$ cat config.mk
export PLATFORM = sky130hd
export DESIGN_NAME = fetch_unit
export DESIGN_NICKNAME = d
export VERILOG_FILES = /design/src/rtl/fetch_unit.sv
export SDC_FILE = /design/constraint.sdc
export NUM_CORES = 1
export LEC_CHECK = 0
export CORE_ASPECT_RATIO = 0.5
export CORE_MARGIN = 2
export CORE_UTILIZATION = 35
export CTS_CLUSTER_SIZE = 40
export DETAILED_ROUTE_END_ITERATION = 16
export PLACE_DENSITY_LB_ADDON = 0.15
export SYNTH_ARGS = -nofsm -noshare
export SYNTH_HDL_FRONTEND = slang
export SYNTH_SLANG_ARGS = --single-unit
$ cat constraint.sdc
create_clock -name clk -period 2.3 [get_ports clk]
set_input_delay 0.23 -clock clk [delete_from_list [all_inputs] [get_ports clk]]
set_output_delay 0.23 -clock clk [all_outputs]
set_load 0.01 [all_outputs]
$ cat src/rtl/fetch_unit.sv
// fetch_unit: PC sequencing, synchronous imem fetch, halt detection and perf counters
module fetch_unit #(
   parameter int PC_WIDTH = 10,
   parameter int INSTR_WIDTH = 9,
   parameter logic [INSTR_WIDTH-1:0] HALT_INSTR = 9'h1FF
) (
   input  logic                   clk,
   input  logic                   reset,
   input  logic                   start,
   input  logic                   stall,
   input  logic                   jump,
   input  logic                   jump_taken,
   input  logic [PC_WIDTH-1:0]    jump_target,
   output logic [PC_WIDTH-1:0]    imem_addr,
   input  logic [INSTR_WIDTH-1:0] imem_rdata,
   output logic [INSTR_WIDTH-1:0] instr_out,
   output logic                   instr_valid,
   output logic [PC_WIDTH-1:0]    pc_out,
   output logic                   done,
   output logic [15:0]            cycle_count,
   output logic [15:0]            instr_count
);
   typedef enum logic [1:0] {IDLE, RUN, DONE} state_t;
   state_t state, state_nx;
   logic [PC_WIDTH-1:0] pc, next_pc;
   logic halt, clr, retire;
   assign halt = state == RUN && imem_rdata == HALT_INSTR;
   assign retire = state == RUN && !stall && !halt;
   always_comb begin
      state_nx = state;
      next_pc = pc;
      clr = 1'b0;
      case (state)
         IDLE: begin
            next_pc = '0;
            if (start) begin
               state_nx = RUN;
               clr = 1'b1;
            end
         end
         RUN:
            if (halt) state_nx = DONE;
            else if (!stall) next_pc = (jump && jump_taken) ? jump_target : pc + PC_WIDTH'(1);
         DONE:
            if (start) begin
               state_nx = RUN;
               next_pc = '0;
               clr = 1'b1;
            end
         default: state_nx = IDLE;
      endcase
   end
   // presenting next_pc keeps imem_rdata aligned with pc on the following cycle
   assign imem_addr = state == RUN ? next_pc : '0;
   assign instr_out = imem_rdata;
   assign instr_valid = state == RUN;
   assign pc_out = pc;
   assign done = state == DONE;
   always_ff @(posedge clk) begin
      if (reset) begin
         state <= IDLE;
         pc <= '0;
         cycle_count <= '0;
         instr_count <= '0;
      end else begin
         state <= state_nx;
         pc <= next_pc;
         if (clr) begin
            cycle_count <= '0;
            instr_count <= '0;
         end else begin
            if (state == RUN && cycle_count != 16'hFFFF) cycle_count <= cycle_count + 16'd1;
            if (retire && instr_count != 16'hFFFF) instr_count <= instr_count + 16'd1;
         end
      end
   end
endmodule

# == After elaboration in Yosys (flattened, before gate mapping) ==
# Index checks and enable logic that the tools add are counted.
# classes
addsub,3
n_eq_ne,7
mux,11
n_reduce_logical,12
# op_table
cell,count
$mux 10,5
$add 16x1->16 const B,2
$ne 16x16->1 const B,2
$pmux 10 s3,1
$add 10x1->10 const B,1
$eq 9x9->1 const B,1
$logic_and 1x1->1,6
$mux 2,2
$ne 2x1->1 const B,2
$pmux 2 s2,1
$reduce_or 2->1,2
$eq 2x1->1 const B,1
$eq 2x2->1 const B,1
$logic_not 1->1,2
$logic_not 2->1,1
$mux 1,2
$reduce_and 2->1,1
# word_totals
reg_bits,44
out_inout_bits,63

# == Logic depth before layout (Yosys ltp) ==
# logic_depth
word_depth,6
depth_mapped,7
mapped_depth_nobuf,6

# == Least setup slack after synthesis ==
# No wires, ideal clock.
# synth_timing
path_type,reg2reg
startpoint,register instr_count[0]
endpoint,register instr_count[15]
setup_time_ns,0.070
arrival_ns,1.677
required_ns,2.230
slack_ns,0.552
path_stages_with_launch,7
n_path_buf,0
period_less_slack_ns,1.748
path_cell_list,dfxtp_1 > ha_1 > and3_1 > a311oi_2 > nand4_2 > or3_1 > a21oi_1
# synth_between
elab_chain_len,2
elab_cells_between_ends,3
# synth_lines
element,line_no,source
from (decl),21,output logic [15:0] instr_count
from (signal assigned),73,if (retire && instr_count != 16'hFFFF) instr_count <= instr_count + 16'd1;
"parallel branches: the longest is 2 deep, another holds $add 16x1->16",--,
# Several ways; the timed one is not identified.
# A chain may end at the register's enable or synchronous reset.

# == Final worst setup path ==
# layout_timing
startpoint,input port imem_rdata[2]
endpoint,output port imem_addr[2]
# layout_between
elab_chain_len,5
# layout_lines
element,line_no,source
from (decl),15,"input logic [INSTR_WIDTH-1:0] imem_rdata,"
$eq 9x9->1,27,assign halt = state == RUN && imem_rdata == HALT_INSTR;
$logic_and 1x1->1,27,
$mux 10,42,if (halt) state_nx = DONE;
$pmux 10 s3,33,case (state)
$mux 10,54,assign imem_addr = state == RUN ? next_pc : '0;
to (decl),14,"output logic [PC_WIDTH-1:0] imem_addr,"
# No other way between the ends.

==> flow_results.xml <==
<?xml version="1.0" encoding="UTF-8"?>
<metrics>
  <group name="status">
    <metric name="run_status" unit="">complete, no violations</metric>
  </group>
  <group name="die">
    <metric name="rows" unit="">22</metric>
    <metric name="initial_utilization" unit="%">36.3</metric>
    <metric name="chipWidth" unit="um">128</metric>
    <metric name="num_io_pins" unit="">88</metric>
    <metric name="dieHeight" unit="um">65.9</metric>
    <metric name="floorplan.die_area" unit="mm^2">0.00841</metric>
    <metric name="placeableCoreArea" unit="mm^2">0.00738</metric>
  </group>
  <group name="sta">
    <metric name="final_max_slew_viol_count" unit="">0</metric>
    <metric name="timing.slew.headroom" unit="%">68.0</metric>
    <metric name="final_hold_viol_count" unit="">0</metric>
    <metric name="totalNegativeSetupSlack" unit="ns">0</metric>
    <metric name="setup_slack" unit="ns">0.0893</metric>
    <metric name="report.final.setup_viol" unit="">0</metric>
    <metric name="max_freq" unit="MHz">452</metric>
    <metric name="grt_setup_unrepaired" unit="">false</metric>
    <metric name="final.min_clock_period" unit="ns">2.21</metric>
    <metric name="timing.hold.ws" unit="ns">0.487</metric>
    <metric name="worst_clock_skew" unit="ns">0.00341</metric>
    <metric name="period_share" unit="%">96.1</metric>
    <metric name="tightest_slew" unit="ns">0.476</metric>
  </group>
  <group name="place">
    <metric name="dpl-instance-area" unit="mm^2">0.00389</metric>
    <metric name="buffer_ports.inserted" unit="">87</metric>
    <metric name="place_ws" unit="ns">-0.244</metric>
    <metric name="hpwl" unit="um">6350</metric>
    <metric name="gp_congestion" unit="">0.899</metric>
  </group>
  <group name="layout">
    <metric name="multi_input_area" unit="mm^2">0.00166</metric>
    <metric name="area.sequential" unit="um^2">883</metric>
    <metric name="post-route-cell-area" unit="mm^2">0.00404</metric>
    <metric name="layout.cells.most_common_list" unit="">sky130_fd_sc_hd__clkdlybuf4s50_1 (77), sky130_fd_sc_hd__buf_4 (44), sky130_fd_sc_hd__dfxtp_1 (42)</metric>
    <metric name="nFillCells" unit="">711</metric>
    <metric name="antenna_diodes" unit="">0</metric>
    <metric name="drive_above_1_share" unit="%">16.3</metric>
    <metric name="utilization" unit="%">54.8</metric>
    <metric name="layout.cells.most_common" unit="">sky130_fd_sc_hd__clkdlybuf4s50_1</metric>
    <metric name="fin_nets" unit="">488</metric>
    <metric name="flow.area_growth_from_synthesis" unit="%">50.9</metric>
  </group>
  <group name="clocking">
    <metric name="tritoncts" unit="">built</metric>
    <metric name="clkSinkCount" unit="">44</metric>
    <metric name="clock-root-buffer" unit="">sky130_fd_sc_hd__clkbuf_16</metric>
    <metric name="clock_latency_on_the_worst_skew_pair" unit="ns">0.29</metric>
    <metric name="post_cts_hold_buffer_count" unit="">0</metric>
    <metric name="cts-buffers-inserted" unit="">5</metric>
    <metric name="cts.htree.levels" unit="">2</metric>
    <metric name="path_clk_slew" unit="ns">0.06</metric>
    <metric name="cts_buffer_depth" unit="">2</metric>
  </group>
  <group name="worst_hold_path">
    <metric name="hold_path_end" unit="">pc_out[6]</metric>
    <metric name="worstHoldPathCells" unit="">1</metric>
    <metric name="min_delay_worst_type" unit="">flip-flop to flip-flop</metric>
    <metric name="hold_path_start" unit="">pc_out[6]</metric>
  </group>
  <group name="global_route">
    <metric name="number_of_antenna_violations_at_the_first_check_in_global_routing" unit="">0</metric>
    <metric name="grt-ovfl-total" unit="">0</metric>
    <metric name="maximum_number_of_pins_on_one_net_before_global_route_repair" unit="">21</metric>
    <metric name="via_count_of_the_first_global_routing_pass" unit="">2922</metric>
    <metric name="grt_pass1_wl" unit="um">13800</metric>
    <metric name="grtUsageTotal" unit="%">20.5</metric>
  </group>
  <group name="synthesis">
    <metric name="ys_warn_count" unit="">0</metric>
    <metric name="synthesis.nets" unit="">372</metric>
    <metric name="syn-instance-count" unit="">344</metric>
    <metric name="post_synth_instance_area" unit="mm^2">0.00268</metric>
    <metric name="syn_avg_cell_area" unit="um^2">7.79</metric>
    <metric name="synth_seq_cells" unit="">44</metric>
    <metric name="ys_dominant_reg_cell" unit="">sky130_fd_sc_hd__dfxtp_1</metric>
    <metric name="synth_enable_flop_cells" unit="">0</metric>
    <metric name="ys_async_sr_fraction" unit="%">0</metric>
    <metric name="netlist-cell-type-count" unit="">53</metric>
    <metric name="yosysSeqAreaShare" unit="%">32.9</metric>
  </group>
  <group name="power">
    <metric name="vdd_ir_drop_max" unit="uV">263</metric>
    <metric name="power.switching_fraction" unit="%">25.1</metric>
    <metric name="clockPowerShare" unit="%">40.2</metric>
    <metric name="share_comb_of_total_power" unit="%">15.1</metric>
    <metric name="power.static_leakage" unit="nW">1.53</metric>
    <metric name="seqPwrFrac" unit="%">44.7</metric>
    <metric name="power_per_cell_area" unit="mW/mm^2">429</metric>
    <metric name="net-switching-power" unit="mW">0.435</metric>
    <metric name="intPower" unit="mW">1.30</metric>
  </group>
  <group name="setup_path">
    <metric name="rr_startpoint" unit="">instr_count[1]</metric>
    <metric name="worst-endpoint-arrival" unit="ns">1.98</metric>
    <metric name="timing.setup.critical_path_class" unit="">input port to output port</metric>
    <metric name="worst_setup_path_end_kind" unit="">output port</metric>
    <metric name="critPathMaxFanout" unit="">6</metric>
    <metric name="worst_setup_start_kind" unit="">input port</metric>
    <metric name="ff2ff_path_depth" unit="">7</metric>
    <metric name="worst-r2r-setup-slack" unit="ns">0.28</metric>
    <metric name="critical_path_required" unit="ns">2.07</metric>
    <metric name="worst_r2r_endpoint" unit="">instr_count[1]</metric>
  </group>
  <group name="routing">
    <metric name="via_per_inst" unit="">5.40</metric>
    <metric name="drtPass1Iterations" unit="">4</metric>
    <metric name="initialDrtViolationCount" unit="">267</metric>
    <metric name="route.detailed.wl_per_inst" unit="um">15.2</metric>
    <metric name="via_count" unit="">3004</metric>
    <metric name="final_antenna_violating_net_count" unit="">0</metric>
    <metric name="drt_drc_violations_left" unit="">0</metric>
    <metric name="routed_wl" unit="um">8420</metric>
  </group>
  <group name="run">
    <metric name="drv.max_cap_violation_count" unit="">0</metric>
  </group>
</metrics>
## cell families after synthesis
family	after synthesis	share of synthesized area, %
compound gates	81	20.6
xor+xnor	15	4.90
mux	4	1.49
buf+inv	33	6.35
flops	44	32.9
fa+ha+maj	3	1.40
simple gates	164	32.3
## through the flow
stage	total power [mW]	instances
final	1.73	556
after global routing	1.81	556
after CTS	1.75	556
after detailed placement	1.05	549
after global placement	1.05	549
after floorplan	0.906	344
## state kept, by name (all words and copies together), names as in the netlist
name,cells
instr_count,16
pc_out,10
state,2
cycle_count,16
## power groups by stage
stage	clock, mW	sequential, mW	combinational [mW]
floorplan	0	0.794	0.112
global placement	0	0.791	0.257
detailed placement	0	0.792	0.261
CTS	0.716	0.774	0.261
global route	0.753	0.775	0.284
finish	0.697	0.775	0.262
## synth_stat cells (2+ instances only)
| master | count | area (um^2) |
|---|---|---|
| sky130_fd_sc_hd__a211oi_1 | 3 | 22.5 |
| sky130_fd_sc_hd__a21o_1 | 3 | 22.5 |
| sky130_fd_sc_hd__a21oi_1 | 23 | 115 |
| sky130_fd_sc_hd__a31oi_1 | 3 | 18.8 |
| sky130_fd_sc_hd__a32o_1 | 2 | 20.0 |
| sky130_fd_sc_hd__and2_1 | 5 | 31.3 |
| sky130_fd_sc_hd__and3_1 | 7 | 43.8 |
| sky130_fd_sc_hd__and4_1 | 4 | 35.0 |
| sky130_fd_sc_hd__buf_2 | 7 | 35.0 |
| sky130_fd_sc_hd__buf_4 | 10 | 75.1 |
| sky130_fd_sc_hd__clkbuf_1 | 6 | 22.5 |
| sky130_fd_sc_hd__dfxtp_1 | 44 | 881 |
| sky130_fd_sc_hd__ha_1 | 3 | 37.5 |
| sky130_fd_sc_hd__inv_1 | 10 | 37.5 |
| sky130_fd_sc_hd__mux2i_1 | 4 | 40.0 |
| sky130_fd_sc_hd__nand2_1 | 35 | 131 |
| sky130_fd_sc_hd__nand2b_1 | 6 | 37.5 |
| sky130_fd_sc_hd__nand3_1 | 18 | 90.1 |
| sky130_fd_sc_hd__nand4_1 | 12 | 75.1 |
| sky130_fd_sc_hd__nand4_2 | 3 | 37.5 |
| sky130_fd_sc_hd__nor2_1 | 39 | 146 |
| sky130_fd_sc_hd__nor2b_1 | 2 | 12.5 |
| sky130_fd_sc_hd__nor3_1 | 11 | 55.1 |
| sky130_fd_sc_hd__nor4_1 | 4 | 25.0 |
| sky130_fd_sc_hd__o211ai_1 | 4 | 30.0 |
| sky130_fd_sc_hd__o21a_1 | 4 | 30.0 |
| sky130_fd_sc_hd__o21ai_0 | 18 | 90.1 |
| sky130_fd_sc_hd__o31ai_1 | 4 | 30.0 |
| sky130_fd_sc_hd__o41ai_1 | 2 | 17.5 |
| sky130_fd_sc_hd__or3_1 | 11 | 68.8 |
| sky130_fd_sc_hd__or4_1 | 2 | 15.0 |
| sky130_fd_sc_hd__xnor2_1 | 11 | 96.3 |
| sky130_fd_sc_hd__xor2_1 | 4 | 35.0 |
## cell type report
type | count | area share [%]
clock inverter | 2 | 0.310
clock buffer | 5 | 3.10
timing repair buffer | 132 | 29.8
inverter | 10 | 0.929
sequential | 44 | 21.9
multi-input combinational | 267 | 41.0
tap | 96 | 2.97
## worst max-delay path by stage
stage,endpoint,slack (ns),start
floorplan,instr_count[15],0.55,instr_count[0]
global placement,imem_addr[1],-0.19,imem_rdata[8]
detailed placement,imem_addr[4],-0.24,jump_taken
CTS,imem_addr[1],0.08,imem_rdata[6]
global route,imem_addr[3],0.002,imem_rdata[7]
finish,imem_addr[2],0.09,imem_rdata[2]
## critical path, cell delays in order
cell and delay, ns:
sky130_fd_sc_hd__clkdlybuf4s50_1 0.49, sky130_fd_sc_hd__nand3_1 0.12, sky130_fd_sc_hd__o31a_1 0.38, sky130_fd_sc_hd__o21ai_1 0.16, sky130_fd_sc_hd__nand2_1 0.08, sky130_fd_sc_hd__a21oi_1 0.22
sky130_fd_sc_hd__dlygate4sd2_1 0.30
## what timing repair did
| item | 4_1_cts | 5_1_grt |
|---|---|---|
| pin swaps | 0 | 2 |
| gates resized for setup | 14 | 9 |
| cloned | 0 | 0 |
| buffers inserted | 0 | 0 |
| setup endpoints to repair | 10 | 7 |
## layer usage
metal	vias to the layer above	part of all wire, %	routed length [um]	GRT usage (%)
met5	-	0	0	0
met3	11	5.2	440	4.21
met2	83	48	4020	36.3
met4	0	1.0	84	5.08
li1	1483	-	-	-
met1	1427	46	3880	25.8
(Power assumes the default switching activity.)
